$ cat config.mk
export PLATFORM = sky130hd
export DESIGN_NAME = stream_serializer_flat
export DESIGN_NICKNAME = d
export VERILOG_FILES = /design/src/rtl/stream_serializer_if.sv /design/src/rtl/stream_serializer.sv /design/src/flat_wrapper.sv
export SDC_FILE = /design/constraint.sdc
export NUM_CORES = 1
export LEC_CHECK = 0
export ABC_AREA = 1
export BUFFER_PORTS_ARGS = -buffer_cell sky130_fd_sc_hd__buf_2
export CORE_UTILIZATION = 35
export CTS_CLUSTER_SIZE = 24
export DETAILED_ROUTE_END_ITERATION = 8
export PLACE_DENSITY_LB_ADDON = 0.08
export SETUP_SLACK_MARGIN = 0.2
export SLEW_MARGIN = 5
export SYNTH_ARGS = -nofsm -noshare
export SYNTH_HDL_FRONTEND = slang
export SYNTH_SLANG_ARGS = --single-unit
$ cat constraint.sdc
create_clock -name clk -period 3.44 [get_ports clk]
set_input_delay 0 -clock clk [delete_from_list [all_inputs] [get_ports clk]]
set_output_delay 0 -clock clk [all_outputs]
set_load 0.1 [all_outputs]
$ cat src/rtl/stream_serializer_if.sv
// Parallel-in / serial-out handshake bundle for stream_serializer.
// The master side offers words and grants bit slots; the slave side serializes.
interface stream_serializer_if #(
   parameter int WIDTH = 8
);
   logic [WIDTH-1:0] in_data;
   logic             in_valid;
   logic             in_ready;
   logic             stream_en;
   logic             Stream;
   logic             stream_valid;

   modport master (
      output in_data, in_valid, stream_en,
      input  in_ready, Stream, stream_valid
   );

   modport slave (
      input  in_data, in_valid, stream_en,
      output in_ready, Stream, stream_valid
   );
endinterface

$ cat src/rtl/stream_serializer.sv
// Two-deep word serializer: a shift register feeds the serial stream while a holding
// register absorbs the next word, so consecutive words stream with no bubble.
module stream_serializer #(
   parameter int WIDTH     = 8,
   parameter int MSB_FIRST = 1
) (
   input  logic                 clk,
   input  logic                 rst_n,
   stream_serializer_if.slave   sif,
   output logic                 busy,
   output logic [7:0]           word_count
);

   localparam int CNT_W = (WIDTH > 1) ? $clog2(WIDTH) : 1;

   if (WIDTH < 2 || WIDTH > 32) begin : g_bad_width
      $error("stream_serializer: WIDTH must be in 2..32");
   end

   typedef enum logic [0:0] {
      IDLE  = 1'b0,
      SHIFT = 1'b1
   } state_t;

   state_t             state_r;
   state_t             state_s;
   logic [WIDTH-1:0]   sh_r;
   logic [WIDTH-1:0]   hold_r;
   logic               hold_full_r;
   logic [CNT_W-1:0]   bit_cnt_r;
   logic [7:0]         word_count_r;
   logic               accept_s;
   logic               consume_s;
   logic               last_s;
   logic               stream_valid_s;
   logic               stream_bit_s;

   function automatic logic [WIDTH-1:0] shift_once(input logic [WIDTH-1:0] v);
      if (MSB_FIRST != 0) begin
         return {v[WIDTH-2:0], 1'b0};
      end else begin
         return {1'b0, v[WIDTH-1:1]};
      end
   endfunction

   // handshake qualifiers for the current cycle
   always_comb begin
      accept_s  = sif.in_valid && !hold_full_r;
      consume_s = (state_r == SHIFT) && sif.stream_en;
      last_s    = consume_s && (bit_cnt_r == CNT_W'(WIDTH - 1));
   end

   // state register
   always_ff @(posedge clk or negedge rst_n) begin
      if (!rst_n) begin
         state_r <= IDLE;
      end else begin
         state_r <= state_s;
      end
   end

   // next-state logic; SHIFT is kept across word boundaries when another word is ready
   always_comb begin
      state_s = state_r;
      case (state_r)
         IDLE: begin
            if (accept_s) state_s = SHIFT;
            else          state_s = IDLE;
         end
         SHIFT: begin
            if (last_s && !hold_full_r && !accept_s) state_s = IDLE;
            else                                      state_s = SHIFT;
         end
         default: state_s = IDLE;
      endcase
   end

   // datapath: shift register, holding register, bit and word counters
   always_ff @(posedge clk or negedge rst_n) begin
      if (!rst_n) begin
         sh_r         <= '0;
         hold_r       <= '0;
         hold_full_r  <= 1'b0;
         bit_cnt_r    <= '0;
         word_count_r <= 8'd0;
      end else begin
         case (state_r)
            IDLE: begin
               if (accept_s) begin
                  sh_r      <= sif.in_data;
                  bit_cnt_r <= '0;
               end
            end
            SHIFT: begin
               if (last_s) begin
                  word_count_r <= word_count_r + 8'd1;
                  bit_cnt_r    <= '0;
                  if (hold_full_r) begin
                     sh_r        <= hold_r;
                     hold_full_r <= 1'b0;
                  end else if (accept_s) begin
                     sh_r <= sif.in_data;
                  end else begin
                     sh_r <= '0;
                  end
               end else begin
                  if (consume_s) begin
                     sh_r      <= shift_once(sh_r);
                     bit_cnt_r <= bit_cnt_r + CNT_W'(1);
                  end
                  if (accept_s) begin
                     hold_r      <= sif.in_data;
                     hold_full_r <= 1'b1;
                  end
               end
            end
            default: begin
               sh_r        <= '0;
               hold_full_r <= 1'b0;
               bit_cnt_r   <= '0;
            end
         endcase
      end
   end

   // output decode from registered state
   always_comb begin
      stream_valid_s = 1'b0;
      stream_bit_s   = 1'b0;
      case (state_r)
         IDLE:    stream_valid_s = 1'b0;
         SHIFT:   stream_valid_s = 1'b1;
         default: stream_valid_s = 1'b0;
      endcase
      if (stream_valid_s) begin
         stream_bit_s = (MSB_FIRST != 0) ? sh_r[WIDTH-1] : sh_r[0];
      end else begin
         stream_bit_s = 1'b0;
      end
   end

   assign sif.in_ready     = !hold_full_r;
   assign sif.stream_valid = stream_valid_s;
   assign sif.Stream       = stream_bit_s;
   assign busy             = stream_valid_s || hold_full_r;
   assign word_count       = word_count_r;

endmodule

$ cat src/flat_wrapper.sv
// flat-port wrapper written by rule: the top's interface ports become plain ports
module stream_serializer_flat 
#(
   parameter int WIDTH     = 8,
   parameter int MSB_FIRST = 1
)
  (clk, rst_n, busy, word_count, sif_in_data, sif_in_valid, sif_stream_en, sif_in_ready, sif_Stream, sif_stream_valid);
  stream_serializer_if #(.WIDTH(WIDTH)) sif_i ();
  input  logic clk;
  input  logic rst_n;
  output logic busy;
  output logic [7:0] word_count;
  input wire logic [$bits(sif_i.in_data)-1:0] sif_in_data;
  input wire logic [$bits(sif_i.in_valid)-1:0] sif_in_valid;
  input wire logic [$bits(sif_i.stream_en)-1:0] sif_stream_en;
  output wire logic [$bits(sif_i.in_ready)-1:0] sif_in_ready;
  output wire logic [$bits(sif_i.Stream)-1:0] sif_Stream;
  output wire logic [$bits(sif_i.stream_valid)-1:0] sif_stream_valid;
  assign sif_i.in_data = sif_in_data;
  assign sif_i.in_valid = sif_in_valid;
  assign sif_i.stream_en = sif_stream_en;
  assign sif_in_ready = sif_i.in_ready;
  assign sif_Stream = sif_i.Stream;
  assign sif_stream_valid = sif_i.stream_valid;
  stream_serializer #(.WIDTH(WIDTH), .MSB_FIRST(MSB_FIRST)) u_core (.clk(clk), .rst_n(rst_n), .sif(sif_i), .busy(busy), .word_count(word_count));
endmodule
# Yosys cells after proc, flatten, opt, wreduce, memory -nomap -nowiden
# Cells that the tools add are included.
[op_classes]
n_reduce_logical = 13
n_addsub = 2
n_bitwise = 2
eq_ne = 3
muxes = 17
[ops]
columns = ["operator", "n"]
rows = [
  ["$mux W8", 5],
  ["$pmux W8 S2", 1],
  ["$mux W3", 3],
  ["$add A8 B1 Y8 const B", 1],
  ["$pmux W3 S2", 1],
  ["$reduce_and A2 Y1", 3],
  ["$logic_and A1 B1 Y1", 5],
  ["$mux W1", 5],
  ["$pmux W1 S2", 2],
  ["$add A3 B1 Y3 const B", 1],
  ["$eq A3 B3 Y1 const B", 1],
  ["$ne A3 B3 Y1 const B", 1],
  ["$reduce_and A3 Y1", 1],
  ["$logic_not A1 Y1", 2],
  ["$ne A2 B1 Y1 const B", 1],
  ["$not A1 Y1", 2],
  ["$reduce_bool A2 Y1", 1],
  ["$logic_or A1 B1 Y1", 1],
]
[word_totals]
out_inout_bits = 12
reg_bits = 29

# Depth between registers and ports, before layout
# Gate-level depths: netlist (run 1).
[logic_depth]
word_depth = 6
depth_mapped = 8
depth_no_buf = 8

# Least setup slack after synthesis (run 1)
# Ideal clock, no wire load.
[synth_path]
kind = "register -> output"
from = "register u_core.state_r"
to = "output busy"
path_slack_ns = 1.475
stages_incl_launch_ff = 4
t_arrival_ns = 1.965
t_required_ns = 3.440
cell_sequence = "dfrtp_1 buf_6 inv_2 nand2_1"
[synth_between]
elab_chain_cells = 3
[synth_lines]
columns = ["element", "line", "source"]
rows = [
  ["start, declared", "stream_serializer.sv:25", "state_t state_r;"],
  ["start signal, assigned", "stream_serializer.sv:58", "state_r <= state_s;"],
  ["$not A1 Y1", "stream_serializer.sv:130", "case (state_r)"],
  ["$pmux W1 S2 (*)", "stream_serializer.sv:130", ""],
  ["$logic_or A1 B1 Y1 (*)", "stream_serializer.sv:145", "assign busy = stream_valid_s || hold_full_r;"],
  ["end, declared", "flat_wrapper.sv:11", "output logic busy;"],
]
# Every way passes the cells marked *; elsewhere a longest branch is shown, timed or not.

# Worst setup path after layout (run 1)
[layout_path]
from = "register u_core.bit_cnt_r[0]"
to = "register u_core.sh_r[3]"
[layout_between]
elab_chain_cells = 4
word_cells_on_any_way = 6
classes_between = "eq/ne (2); mux (2); reduce/logical (2)"
[layout_lines]
columns = ["element", "line", "source"]
rows = [
  ["start, declared", "stream_serializer.sv:30", "logic [CNT_W-1:0] bit_cnt_r;"],
  ["start signal, assigned", "stream_serializer.sv:109", "bit_cnt_r <= bit_cnt_r + CNT_W'(1);"],
  ["$eq A3 B3 Y1 (*)", "stream_serializer.sv:50", "last_s = consume_s && (bit_cnt_r == CNT_W'(WIDTH - 1));"],
  ["$logic_and A1 B1 Y1 (*)", "stream_serializer.sv:50", ""],
  ["$mux W8 / $ne A3 B3 Y1 (equally long branches)", "--", ""],
  ["$pmux W8 S2 / $reduce_and A2 Y1 (equally long branches)", "--", ""],
  ["end signal, assigned", "stream_serializer.sv:90", "sh_r <= sif.in_data;"],
  ["end signal, assigned", "stream_serializer.sv:99", "sh_r <= hold_r;"],
  ["end signal, assigned", "stream_serializer.sv:102", "sh_r <= sif.in_data;"],
  ["end, declared", "stream_serializer.sv:27", "logic [WIDTH-1:0] sh_r;"],
]
# Marked as above.
# A chain may end at the register's enable or synchronous reset.

==> results of run 1 <==
## through the flow
stage	util (%)	power (mW)	setup WS [ns]	hold slack (ns)
floorplan	-	0.3529	1.475	-0.2956
global placement	40.65	0.3708	1.734	0.06825
detailed placement	40.65	0.3711	1.680	0.07127
CTS	44.94	0.6661	1.654	0.04500
global route	44.94	0.6839	1.488	0.06503
finish	44.94	0.6550	1.667	0.05906
## metal layers
metal / track usage (%) / vias up / routed length [µm]
met5: 0 / - / 0
met2: 30.76 / 28 / 1709
met3: 3.947 / 7 / 133
met4: 10.16 / 0 / 73
met1: 18.62 / 601 / 1517
li1: - / 650 / -
## worst max-delay path: stages, from the launching register on
cell      delay, ns
dfrtp_1        0.41
ha_1           0.21
ha_1           0.22
nand3_4        0.23
clkinv_1       0.29
nand3_1        0.19
nand3_1        0.08
nand2_1        0.07
## final timing paths
path	from	endpoint	slack [ns]	cells after the start
worst max-delay path	u_core.bit_cnt_r[0]$_DFFE_PN0P_	u_core.sh_r[3]$_DFFE_PN0P_	1.67	7
worst min-delay path	sif_in_valid	u_core.state_r$_DFF_PN0_	0.06	3
worst max register to register	u_core.bit_cnt_r[0]$_DFFE_PN0P_	u_core.sh_r[3]$_DFFE_PN0P_	1.67	7
worst min register to register	u_core.hold_r[0]$_DFFE_PN0P_	u_core.hold_r[0]$_DFFE_PN0P_	0.49	2
max in group asynchronous	rst_n	u_core.state_r$_DFF_PN0_	2.73	2
min in group asynchronous	rst_n	u_core.word_count[2]$_DFFE_PN0P_	0.29	2
## power by group
group	internal [mW]	switching, mW	total, mW
logic	0.0136	0.0174	0.0310
clock network	0.158	0.124	0.283
registers	0.341	0	0.341
total	0.513	0.142	0.655
## synthesized netlist by cell type (2+ instances only)
library cell	instances	area share [%]
nor2_2	4	1.6
nand3_1	25	8.1
nand3_4	2	2.3
nor2_4	2	1.5
a21oi_2	4	2.3
dfrtp_1	29	47
o21ai_0	6	1.9
o21ai_1	9	2.9
nand2_4	2	1.5
inv_1	19	4.6
ha_1	3	2.4
xor2_1	3	1.7
a21oi_1	2	0.65
nor2_1	3	0.73
inv_2	2	0.48
buf_6	3	2.2
xnor2_1	2	1.1
nand2_1	58	14
nand3_2	2	1.3
## flip-flops by register name, summed over array words and instances (netlist names)
name                count
u_core.sh_r             8
u_core.bit_cnt_r        3
u_core.hold_r           8
u_core.state_r          1
u_core.hold_full_r      1
u_core.word_count       8
## final cells by class
class                           instances  area share, %
Multi-Input combinational cell        128          37.14
Clock buffer                            7          4.668
Inverter                               22          4.466
Tap cell                               50          3.383
Timing Repair Buffer                   32          11.10
Sequential cell                        29          39.24
## logic make-up after synthesis
logic type | Yosys count | synth area share (%)
xor+xnor | 5 | 2.823
compound gates | 21 | 7.742
buf+inv | 27 | 8.951
simple gates | 99 | 31.29
flops | 29 | 46.77
fa+ha+maj | 3 | 2.420
==> metrics, run 1 <==
die footprint=4703 µm²; TritonCTS clock tree=done; share of cells above drive strength 1=21.56%; Synth warnings=0; ratio of final minimum period to clock period=51.53%; number of nets in the layout=233; number of antenna violations at the first check in global routing=0; clock input transition at the sequential cells of the worst setup and hold paths=0.06 ns; post-CTS resize count=0; unrepaired setup endpoints after global routing=no; Cell Area, Synth=1551 µm²; Hold-fix buffers, CTS=9; largest net degree at the start of global routing=30; final non-filler cell area=1849 µm²; number of antenna diodes=0; leakage dissipation=0.9448 nW; fill cell count=434; clock insertion delay at the later pin of the skew report=0.28 ns; Detail Route Antenna Nets=0; actual slew at the worst max-slew pin=0.6590 ns; GRT overflow=0; Inserted Clock Buffers=5; io pins=24; overall fraction of global-route tracks in use=17.32%; Startpoint Class=register; number of global-route vias before repair=1292; kind of end point of the critical path=register; number of max-cap violations=0; vertical die dimension=68.58 µm; Mean Syn Cell Area=8.432 µm²; count of buffers inserted at the top-level ports=23; initial core utilization=37.70%; Cell Pwr Density=354.2 nW/µm²; peak clock frequency supported by timing=0.5641 GHz; number of design-rule violations left by the first detailed-router iteration=36; fraction of registers with async set/reset=100.0%; status=finished clean; count of final hold-check violations=0; largest clock skew in the final design=0.006649 ns; most used cells in the layout excluding fill and tap cells=nand2_1, dfrtp_1, nand3_1; Final Wtd Congestion=0.7456; wirelength, routed=3434 µm; Syn Nets=199; final count of negative-setup-slack endpoints=0; post-route DRC violation count=0; number of flops mapped to enable cells by yosys=0; Cells after DPL=252; total of flip-flops plus latches after synthesis=29; most common cell after layout, fill and taps aside=nand2_1; arrival time worst endpoint=2.00 ns; post-layout minimum cycle time=1.773 ns; area overhead of the layout relative to synthesis=19.19%; HPWL after detailed placement=2448 µm; via total after detailed routing=1286; wire per inst=12.81 µm; Rel. slew slack=56.07%; hold crit path type=in2reg; top flip-flop cell by instance count after synthesis=dfrtp_1; count of pins over their slew limit=0; maximum buffer depth of the clock tree=2; maximum VDD drop=0.0001727 V; required time at the worst-slack endpoint=3.66 ns; first-pass GRT wire length=5733 µm; start-to-end type of the worst setup path=reg2reg; width of the die=68.58 µm; largest fanout on the critical path=15; final non-filler cell total=268; multi-input combinational cell area=686.9 µm²; total placed instance area=1673 µm²; setup total negative slack=0 ns; via density per instance=4.799; count of clock tree sinks=29; cells after synthesis=184; Core Footprint=4115 µm²; Reg area=725.7 µm²; detailed-routing iteration count for the pre-antenna-repair pass=4; number of rows created at floorplan=23; number of buffers inserted by post-CTS setup repair=0; root buf cell=clkbuf_8; Yosys cell types=23; sequential fraction of the synthesis area=46.77%; count of H-tree levels built during CTS=2
No activity file was read; power rests on OpenSTA's default activity.
==> run 2: changes to the inputs <==
==> constraint.sdc (replaced) <==
create_clock -name clk -period 1.5 [get_ports clk]
set_input_delay 0 -clock clk [delete_from_list [all_inputs] [get_ports clk]]
set_output_delay 0 -clock clk [all_outputs]
set_load 0.1 [all_outputs]
==> run 2 against run 1 <==
- first-iteration DRC count grew 53%
- cell area up 16%
- utilization grew 7.3 points
- via count grew 4.1%
- sequential power grew 130%
- die area is the same
- non-clock buffer count is 12 higher
- setup slack got worse by 1.6 ns
- worst hold slack gained 0.0042 ns
- clock skew hardly changed
- total power is 120% higher
- register-to-register slack lost 1.6 ns
- critical endpoint is now u_core.sh_r[5]$_DFFE_PN0P_
- largest cell class is now multi-input combinational cells
- largest power group unchanged
==> metrics, run 2 (synthesized netlist as in run 1, its figures left out) <==
status=finished clean; biggest cell delay along the critical path=0.36 ns; first-pass GRT wire length=5940 µm; unrepaired setup endpoints after global routing=yes; total internal power=1.143 mW; Inserted Clock Buffers=5; hold crit path type=in2reg; largest clock skew in the final design=0.006207 ns; die footprint=4703 µm²; clock input transition at the sequential cells of the worst setup and hold paths=0.07 ns; maximum VDD drop=0.0006274 V; post-route DRC violation count=0; share of total power in sequential cells=53.2%; count of H-tree levels built during CTS=2; final non-filler cell total=283; switching portion of total power=22.21%; clock insertion delay at the later pin of the skew report=0.28 ns; root buf cell=clkbuf_8; overall fraction of global-route tracks in use=17.28%; worst reg-to-reg path cell count=7; leakage dissipation=1.027 nW; arrival time worst endpoint=1.59 ns; maximum buffer depth of the clock tree=2; vertical die dimension=68.58 µm; number of rows created at floorplan=23; peak clock frequency supported by timing=0.7210 GHz; Critical-path top delay cell=dfrtp_1; required time at the worst-slack endpoint=1.71 ns; wirelength, routed=3662 µm; Largest delay share family, worst path=flip-flops; count of final hold-check violations=0; GRT overflow=0; stages on the worst setup path=7; kind of end point of the critical path=register; share of cells above drive strength 1=37.34%; Logic pwr share=5.0%; Detail Route Antenna Nets=0; ratio of final minimum period to clock period=92.47%; Final Wtd Congestion=0.7431; actual slew at the worst max-slew pin=0.6713 ns; number of design-rule violations left by the first detailed-router iteration=55; switching power summed over all nets=326.2 µW; Total Power Consumption=1.469 mW; most used cells in the layout excluding fill and tap cells=nand2_1, dfrtp_1, nand3_1, buf_2, inv_1; largest fanout on the critical path=5; Core Footprint=4115 µm²; final count of negative-setup-slack endpoints=0; Rel. slew slack=55.25%; Hold Path Stages=3; critical path, cell by cell=ha_2 > ha_4 > nand3_4 > buf_4 > a21oi_2 > nand2_1 > a21oi_2; count of pins over their slew limit=0; sum of buffers and inverters on the critical path=1; Cells after DPL=256; count of buffers inserted at the top-level ports=23; clock share of power=41.8%; wire per inst=12.94 µm; HPWL after detailed placement=2372 µm; detailed-routing iteration count for the pre-antenna-repair pass=4; TritonCTS clock tree=done; start-to-end type of the worst setup path=reg2reg; Startpoint Class=register; count of clock tree sinks=29; largest net degree at the start of global routing=30; Cell Pwr Density=683.7 nW/µm²; most common cell after layout, fill and taps aside=nand2_1; number of antenna diodes=0; cell seen most often among critical-path stages=a21oi_2; initial core utilization=37.70%; number of nets in the layout=247; number of global-route vias before repair=1271; number of max-cap violations=0; via density per instance=4.731; width of the die=68.58 µm; number of antenna violations at the first check in global routing=0; io pins=24; area overhead of the layout relative to synthesis=38.47%; post-layout minimum cycle time=1.387 ns; via total after detailed routing=1339
==> run 2: cell types whose count changed in the layout (fill, tap and decap cells not counted), moves of 6 or more <==
| cell | before | now |
|---|---|---|
| nand3_2 | 2 | 8 |
| dfrtp_4 | 0 | 6 |
| dfrtp_1 | 29 | 20 |
| nand3_1 | 25 | 19 |
| buf_4 | 0 | 11 |
==> run 2: cell type report <==
type / count / area [µm²]
Inverter: 22 / 100.1
Tap cell: 50 / 62.56
Sequential cell: 29 / 752.0
Multi-Input combinational cell: 130 / 809.5
Timing Repair Buffer: 44 / 344.1
Fill cell: 425 / 1967
Clock buffer: 8 / 80.08
==> run 2: tightest hold or removal path: cells and delay by family <==
family / cells / cell delay [ns]
buffers and inverters: 1 / 0.14
and+or+nand+nor: 2 / 0.16
==> run 2: path summary, 6_finish.rpt <==
check                           slack, ns                              end                            start
worst max register to register       0.11       u_core.sh_r[5]$_DFFE_PN0P_  u_core.bit_cnt_r[1]$_DFFE_PN0P_
min in group asynchronous            0.30  u_core.bit_cnt_r[1]$_DFFE_PN0P_                            rst_n
max in group asynchronous            0.70         u_core.state_r$_DFF_PN0_                            rst_n
worst min register to register       0.49       u_core.sh_r[2]$_DFFE_PN0P_       u_core.sh_r[2]$_DFFE_PN0P_
worst min-delay path                 0.06         u_core.state_r$_DFF_PN0_                     sif_in_valid
worst max-delay path                 0.11       u_core.sh_r[5]$_DFFE_PN0P_  u_core.bit_cnt_r[1]$_DFFE_PN0P_
==> run 2: power by group through the flow <==
stage	clock, mW	sequential (mW)	combinational (mW)
floorplan	0	0.797	0.0124
global placement	0	0.797	0.0541
detailed placement	0	0.797	0.0540
CTS	0.635	0.782	0.0734
global route	0.670	0.781	0.0816
finish	0.614	0.782	0.0728
==> run 2: stage by stage <==
| stage | worst slack [ns] | hold slack [ns] | util, % | setup TNS (ns) | area (µm²) |
|---|---|---|---|---|---|
| final | 0.1130 | 0.06324 | 52.20 | 0 | 2148 |
| after global placement | 0.02605 | 0.06848 | 43.75 | 0 | 1800 |
| after CTS | 0.09623 | 0.04733 | 49.35 | 0 | 2031 |
| after floorplan | 0.1085 | -0.2956 | - | 0 | 1634 |
| after detailed placement | -0.01851 | 0.07591 | 43.75 | -0.01851 | 1800 |
| after global routing | 0.01821 | 0.06306 | 52.20 | 0 | 2148 |
==> run 2: routing by layer <==
metal / up-vias / global-route usage [%] / wire length [µm]
met5: - / 0 / 0
met3: 5 / 5.263 / 138
met1: 622 / 23.18 / 1815
met4: 0 / 5.469 / 38
li1: 687 / - / -
met2: 25 / 26.35 / 1669
==> run 2: what timing repair did <==
item,4_1_cts,5_1_grt
hold buffers,9,0
hold endpoints to repair,37,0
pin swaps,6,5
resized for setup,6,17
endpoints found under the setup margin,30,30
cloned,1,1
buffers inserted,4,4
